<file path="config.mk">
export PLATFORM = sky130hd
export DESIGN_NAME = hazard_sched
export DESIGN_NICKNAME = d
export VERILOG_FILES = /design/src/rtl/hazard_pkg.sv /design/src/rtl/sat_counter.sv /design/src/rtl/hazard_sched.sv
export SDC_FILE = /design/constraint.sdc
export NUM_CORES = 1
export LEC_CHECK = 0
export ABC_AREA = 1
export BUFFER_PORTS_ARGS = -buffer_cell sky130_fd_sc_hd__buf_2
export CELL_PAD_IN_SITES_DETAIL_PLACEMENT = 2
export CELL_PAD_IN_SITES_GLOBAL_PLACEMENT = 2
export CORE_ASPECT_RATIO = 1.5
export CORE_MARGIN = 2
export CORE_UTILIZATION = 31
export CTS_CLUSTER_SIZE = 8
export DETAILED_ROUTE_END_ITERATION = 10
export GPL_TIMING_DRIVEN = 0
export PLACE_DENSITY = 0.9
export SETUP_SLACK_MARGIN = 0.05
export SYNTH_ARGS = -nofsm -noshare
export SYNTH_HDL_FRONTEND = slang
export SYNTH_SLANG_ARGS = --single-unit
</file>
<file path="constraint.sdc">
create_clock -name i_clk -period 2.8 [get_ports i_clk]
set_input_delay 0.14 -clock i_clk [delete_from_list [all_inputs] [get_ports i_clk]]
set_output_delay 0.14 -clock i_clk [all_outputs]
set_load 0.02 [all_outputs]
</file>
<file path="src/rtl/hazard_pkg.sv">
// rtl/hazard_pkg.sv - shared types and helpers for the pipeline hazard scheduler
package hazard_pkg;

  localparam int CNT_W_DEFAULT = 32;

  typedef enum logic [1:0] {
    RUN      = 2'd0,
    LU_STALL = 2'd1,
    REDIRECT = 2'd2
  } fsm_state_e;

  typedef enum logic [1:0] {
    FWD_RF = 2'b00,
    FWD_W  = 2'b01,
    FWD_M  = 2'b10
  } fwd_sel_e;

  // M is younger than W, so its result must win when both target the same register.
  function automatic fwd_sel_e fwd_pick(input logic [4:0] rs,
                                        input logic [4:0] rd_m,
                                        input logic       we_m,
                                        input logic [4:0] rd_w,
                                        input logic       we_w);
    if (we_m && (rd_m != 5'd0) && (rd_m == rs))
      return FWD_M;
    else if (we_w && (rd_w != 5'd0) && (rd_w == rs))
      return FWD_W;
    else
      return FWD_RF;
  endfunction

endpackage

</file>
<file path="src/rtl/sat_counter.sv">
// rtl/sat_counter.sv - saturating event counter with synchronous clear
module sat_counter #(
  parameter int W = 32
) (
  input  logic         i_clk,
  input  logic         i_rst,
  input  logic         i_clr,
  input  logic         i_inc,
  output logic [W-1:0] o_cnt
);

  logic [W-1:0] cnt;

  always_ff @(posedge i_clk or negedge i_rst) begin
    if (!i_rst)
      cnt <= '0;
    else if (i_clr)
      cnt <= '0;
    else if (i_inc && (cnt != {W{1'b1}}))
      cnt <= cnt + {{(W-1){1'b0}}, 1'b1};
  end

  assign o_cnt = cnt;

endmodule

</file>
<file path="src/rtl/hazard_sched.sv">
// rtl/hazard_sched.sv - stall/flush/redirect/forwarding control for the five-stage core
module hazard_sched
  import hazard_pkg::*;
#(
  parameter int CNT_W = CNT_W_DEFAULT
) (
  input  logic             i_clk,
  input  logic             i_rst,
  input  logic             i_instr_valid_F,
  input  logic             i_prediction_F,
  input  logic [4:0]       i_rs1_D,
  input  logic [4:0]       i_rs2_D,
  input  logic [4:0]       i_rs1_E,
  input  logic [4:0]       i_rs2_E,
  input  logic [4:0]       i_rd_E,
  input  logic             i_memread_E,
  input  logic [4:0]       i_rd_M,
  input  logic [4:0]       i_rd_W,
  input  logic             i_regwrite_M,
  input  logic             i_regwrite_W,
  input  logic             i_branch_E,
  input  logic             i_jump_E,
  input  logic             i_mispredict_E,
  input  logic             i_cnt_clr,
  output logic             o_stall_F,
  output logic             o_stall_D,
  output logic             o_flush_D,
  output logic             o_flush_E,
  output logic             o_redirect,
  output logic             o_valid_E,
  output logic             o_pred_E,
  output logic [1:0]       o_fwd_A_E,
  output logic [1:0]       o_fwd_B_E,
  output logic [1:0]       o_state,
  output logic [CNT_W-1:0] o_branch_cnt,
  output logic [CNT_W-1:0] o_mispred_cnt
);

  logic       v_D, v_E, pred_D, pred_E;
  logic       redirect, lu;
  logic       stall_f, stall_d, flush_d, flush_e;
  fsm_state_e state, state_nxt;

  assign redirect = i_mispredict_E & v_E;
  assign lu = i_memread_E & v_E & v_D & (i_rd_E != 5'd0) &
              ((i_rd_E == i_rs1_D) | (i_rd_E == i_rs2_D));

  // A redirect makes the D instruction wrong-path, so it overrides the load-use stall.
  always_comb begin
    stall_f = 1'b0;
    stall_d = 1'b0;
    flush_d = 1'b0;
    flush_e = 1'b0;
    if (redirect) begin
      flush_d = 1'b1;
      flush_e = 1'b1;
    end else if (lu) begin
      stall_f = 1'b1;
      stall_d = 1'b1;
      flush_e = 1'b1;
    end
  end

  always_ff @(posedge i_clk or negedge i_rst) begin
    if (!i_rst) begin
      v_D    <= 1'b0;
      v_E    <= 1'b0;
      pred_D <= 1'b0;
      pred_E <= 1'b0;
    end else begin
      if (flush_d) begin
        v_D    <= 1'b0;
        pred_D <= 1'b0;
      end else if (!stall_d) begin
        v_D    <= i_instr_valid_F;
        pred_D <= i_prediction_F;
      end
      if (flush_e) begin
        v_E    <= 1'b0;
        pred_E <= 1'b0;
      end else begin
        v_E    <= v_D;
        pred_E <= pred_D;
      end
    end
  end

  always_ff @(posedge i_clk or negedge i_rst) begin
    if (!i_rst)
      state <= RUN;
    else
      state <= state_nxt;
  end

  always_comb begin
    state_nxt = state;
    case (state)
      RUN:      state_nxt = redirect ? REDIRECT : (lu ? LU_STALL : RUN);
      LU_STALL: state_nxt = redirect ? REDIRECT : RUN;
      REDIRECT: state_nxt = lu ? LU_STALL : RUN;
      default:  state_nxt = RUN;
    endcase
  end

  assign o_stall_F  = stall_f;
  assign o_stall_D  = stall_d;
  assign o_flush_D  = flush_d;
  assign o_flush_E  = flush_e;
  assign o_redirect = redirect;
  assign o_valid_E  = v_E;
  assign o_pred_E   = pred_E;
  assign o_state    = state;
  assign o_fwd_A_E  = fwd_pick(i_rs1_E, i_rd_M, i_regwrite_M, i_rd_W, i_regwrite_W);
  assign o_fwd_B_E  = fwd_pick(i_rs2_E, i_rd_M, i_regwrite_M, i_rd_W, i_regwrite_W);

  sat_counter #(.W(CNT_W)) u_branch_cnt (
    .i_clk (i_clk),
    .i_rst (i_rst),
    .i_clr (i_cnt_clr),
    .i_inc (v_E & i_branch_E),
    .o_cnt (o_branch_cnt)
  );

  // Jump redirects are real but are not branch mispredictions.
  sat_counter #(.W(CNT_W)) u_mispred_cnt (
    .i_clk (i_clk),
    .i_rst (i_rst),
    .i_clr (i_cnt_clr),
    .i_inc (redirect & i_branch_E & ~i_jump_E),
    .o_cnt (o_mispred_cnt)
  );

endmodule

</file>
==> flow_summary.yaml <==
outcome:
  status: "complete, no violations"
clock_network:
  clockBufferDepth: 2
  cts_hold_buffers: 1
  numCtsBuffers: 9
  clock-sinks: 70
  cts_tree: "done"
  clk_pin_slew_ns: 0.07
  post_cts_resized: 0
  cts_setup_buffers: 0
  cts-root-buf: "clkbuf_16"
  clock_latency_ns: 0.35
  cts_max_level: 3
yosys:
  yosys_warnings: 0
  synth_flop_cell: "dfrtp_1"
  synth_edf_count: 0
  netlist_instances: 796
  async_flop_share_pct: 100.0
  seq_area_frac_synth_pct: 34.33
  ys_ff_latch: 70
  syn_area_um2: 5102
  synth_nets: 844
  yosysUniqueCellTypes: 32
  synth.area.top_cells: "dfrtp_1 34%, nand2_1 24%, nor2_1 9.9%"
  synth_top_cell_by_area: "dfrtp_1"
  synth.top_cell.area_share_pct: 34.33
  syn_area_per_cell_um2: 6.410
pwr:
  p_comb_share_pct: 9.5
  peakVddDrop_uv: 260.9
  power_frac_clock_pct: 52.2
  seqPwrFrac_pct: 38.4
  switching_share_pct: 25.93
  p_int_mw: 1.980
  power_density_nw_per_um2: 420.5
  finalPower_mw: 2.673
  switchingPower_mw: 0.6931
  leakagePower_nw: 3.333
placement:
  gp_congestion: 0.8625
  dp_cells: 1125
  hpwl_um: 16580
  postPlaceCellArea_um2: 6001
  port_buffers: 122
  post-place-ws_ns: 0.4876
critical_path:
  crit_buf_inv: 2
  reg2reg_depth: 7
  critPathKind: "reg2reg"
  cp_max_fo: 10
  reg2reg_setup_slack_ns: 0.55
  crit_path_end_kind: "flop"
  required_ns: 3.08
  arrival_ns: 2.53
  crit_family: "simple AND/OR/NAND/NOR gates"
  cp_common_cell: "nand2_1"
  r2r_start: "o_valid_E"
  slowest_delay_ns: 0.46
  crit_path_cell_trace: "nand2_1 > nor3_2 > inv_1 > a21oi_2 > clkbuf_1 > nand4_1 > nand2_1"
  startpoint_type: "flop"
  cp_slowest_cell: "clkbuf_1"
  r2r_end: "u_mispred_cnt.o_cnt[25]"
run:
  drv_cap: 0
global_route:
  grt_pass1_wl_um: 34270
  overflow: 0
  grt_max_degree: 51
  antenna_found_initial: 0
  grt_pass1_vias: 6500
  grt_use_total_pct: 25.35
sta:
  finalCritPeriodShare_pct: 80.18
  slew-limit-headroom_pct: 45.80
  clock-skew-final_ns: 0.008381
  fmax_ghz: 0.4454
  fin_ws_ns: 0.5549
  setup_violations: 0
  finalHoldViolCount: 0
  hold_slack_ns: 0.02954
  min_period_ns: 2.245
  slew_viol_final: 0
  setup_tns_ns: 0
  rsz0062_at_grt: "no"
  tightest_slew_ns: 0.8130
route:
  drc_errors: 0
  wl_um: 21200
  dr.pass1.iters: 4
  route.vias.total: 5793
  vias_per_cell: 5.073
  ant_nets: 0
  wire_per_inst_um: 18.56
  drt_iter0_drc: 223
layout:
  instances_no_fill: 1142
  multi_input_area_um2: 2982
  diodes: 0
  nets: 979
  drive_gt1_share_pct: 19.12
  syn_to_final_growth_pct: 24.57
  stdcell_area_um2: 6356
  final_core_util_pct: 39.26
  nFillCells: 2019
  seqCellArea_um2: 1752
floorplanning:
  initial_core_util_pct: 31.52
  die_h_um: 161.1
  dieArea_um2: 17520
  num_rows: 57
  io_pins: 123
  core_area_um2: 16190
  die_x_um: 108.8
hold_path:
  hold_path_end: "v_D"
  hold-path-cell-count: 3
  min_from: "i_instr_valid_F"
  min_path_type: "in2reg"
-- cell families after synthesis --
group / Yosys count / share of synthesized area [%]
xor gates and xnor gates: 43 / 7.381
adders and majority gates: 2 / 0.4904
and+or+nand+nor: 586 / 49.41
buffers and inverters: 85 / 7.234
AOI/OAI and AO/OA: 10 / 1.152
DFF: 70 / 34.33
-- registers in the layout, indices dropped and copies added, names as in the netlist --
name and flops:
o_valid_E 1, v_D 1, u_mispred_cnt.o_cnt 32, o_pred_E 1, u_branch_cnt.o_cnt 32, pred_D 1
o_state 2
-- worst min-delay path, stage by stage --
cell and delay (ns):
buf_2 0.08, nand2_1 0.05, o21ai_0 0.06
-- cells in the final DEF, fill, tap and decap left out, types with 2 or more instances in the layout --
| cell | n |
|---|---|
| nor4_1 | 2 |
| nor2_8 | 2 |
| o21ai_0 | 6 |
| clkbuf_16 | 9 |
| or2_2 | 8 |
| inv_2 | 2 |
| xor2_1 | 26 |
| bufinv_16 | 3 |
| nor2_1 | 135 |
| buf_1 | 5 |
| buf_4 | 3 |
| buf_6 | 4 |
| nand3b_1 | 4 |
| nor3_1 | 5 |
| nor2_4 | 3 |
| buf_2 | 123 |
| inv_6 | 3 |
| ha_1 | 2 |
| nand2_1 | 325 |
| nand2_2 | 6 |
| nand2_4 | 4 |
| o21bai_1 | 2 |
| dfrtp_1 | 70 |
| nand4_1 | 39 |
| clkbuf_1 | 3 |
| nor2_2 | 3 |
| inv_1 | 65 |
| xnor2_1 | 17 |
| nand3_1 | 48 |
-- power groups by stage --
stage / registers [mW] / logic [mW] / clock network [mW]
6_report: 1.03 / 0.253 / 1.39
5_1_grt: 1.03 / 0.280 / 1.45
4_1_cts: 1.03 / 0.259 / 1.41
3_5_place_dp: 1.04 / 0.256 / 0
3_3_place_gp: 1.04 / 0.241 / 0
2_1_floorplan: 1.05 / 0.114 / 0
-- cell type report --
| type | count | area share [%] |
|---|---|---|
| plain buffers | 16 | 1.575 |
| clock buffers | 9 | 3.543 |
| clock inverters | 7 | 1.890 |
| inverters | 69 | 4.232 |
| multi-input cells | 641 | 46.91 |
| flip-flops and latches | 70 | 27.56 |
| well taps | 206 | 4.055 |
| repair buffers | 124 | 10.24 |
-- worst max path at each step --
stage,startpoint,to,cells after the start
floorplan,u_mispred_cnt.o_cnt[1],u_mispred_cnt.o_cnt[28],12
CTS,o_valid_E,u_mispred_cnt.o_cnt[25],7
detailed placement,u_branch_cnt.o_cnt[0],u_branch_cnt.o_cnt[25],9
global route,u_branch_cnt.o_cnt[0],u_branch_cnt.o_cnt[22],9
finish,o_valid_E,u_mispred_cnt.o_cnt[25],7
global placement,u_branch_cnt.o_cnt[0],u_branch_cnt.o_cnt[21],9
-- metal layers --
metal,vias up,track usage [%],part of all wire [%]
li1,2753,-,-
met1,2852,27.34,37
met2,138,48.04,56
met3,50,3.390,2.9
met4,0,10.90,4.2
met5,-,0,0
-- cells in the mapped netlist, types with 2 or more instances --
library cell	instances
xnor2_1	17
dfrtp_1	70
nand3b_1	4
buf_4	2
xor2_1	26
nand2_1	325
or2_2	8
inv_2	2
ha_1	2
nand2_4	4
nor2_1	135
nand2_2	6
nand3_1	48
inv_1	65
buf_2	2
o21bai_1	2
nor4_1	2
nor3_1	5
buf_1	5
buf_6	4
nor2_4	3
nand4_1	39
o21ai_0	6
clkbuf_1	3
nor2_2	3
nor2_8	2
(Power assumes the default switching activity.)
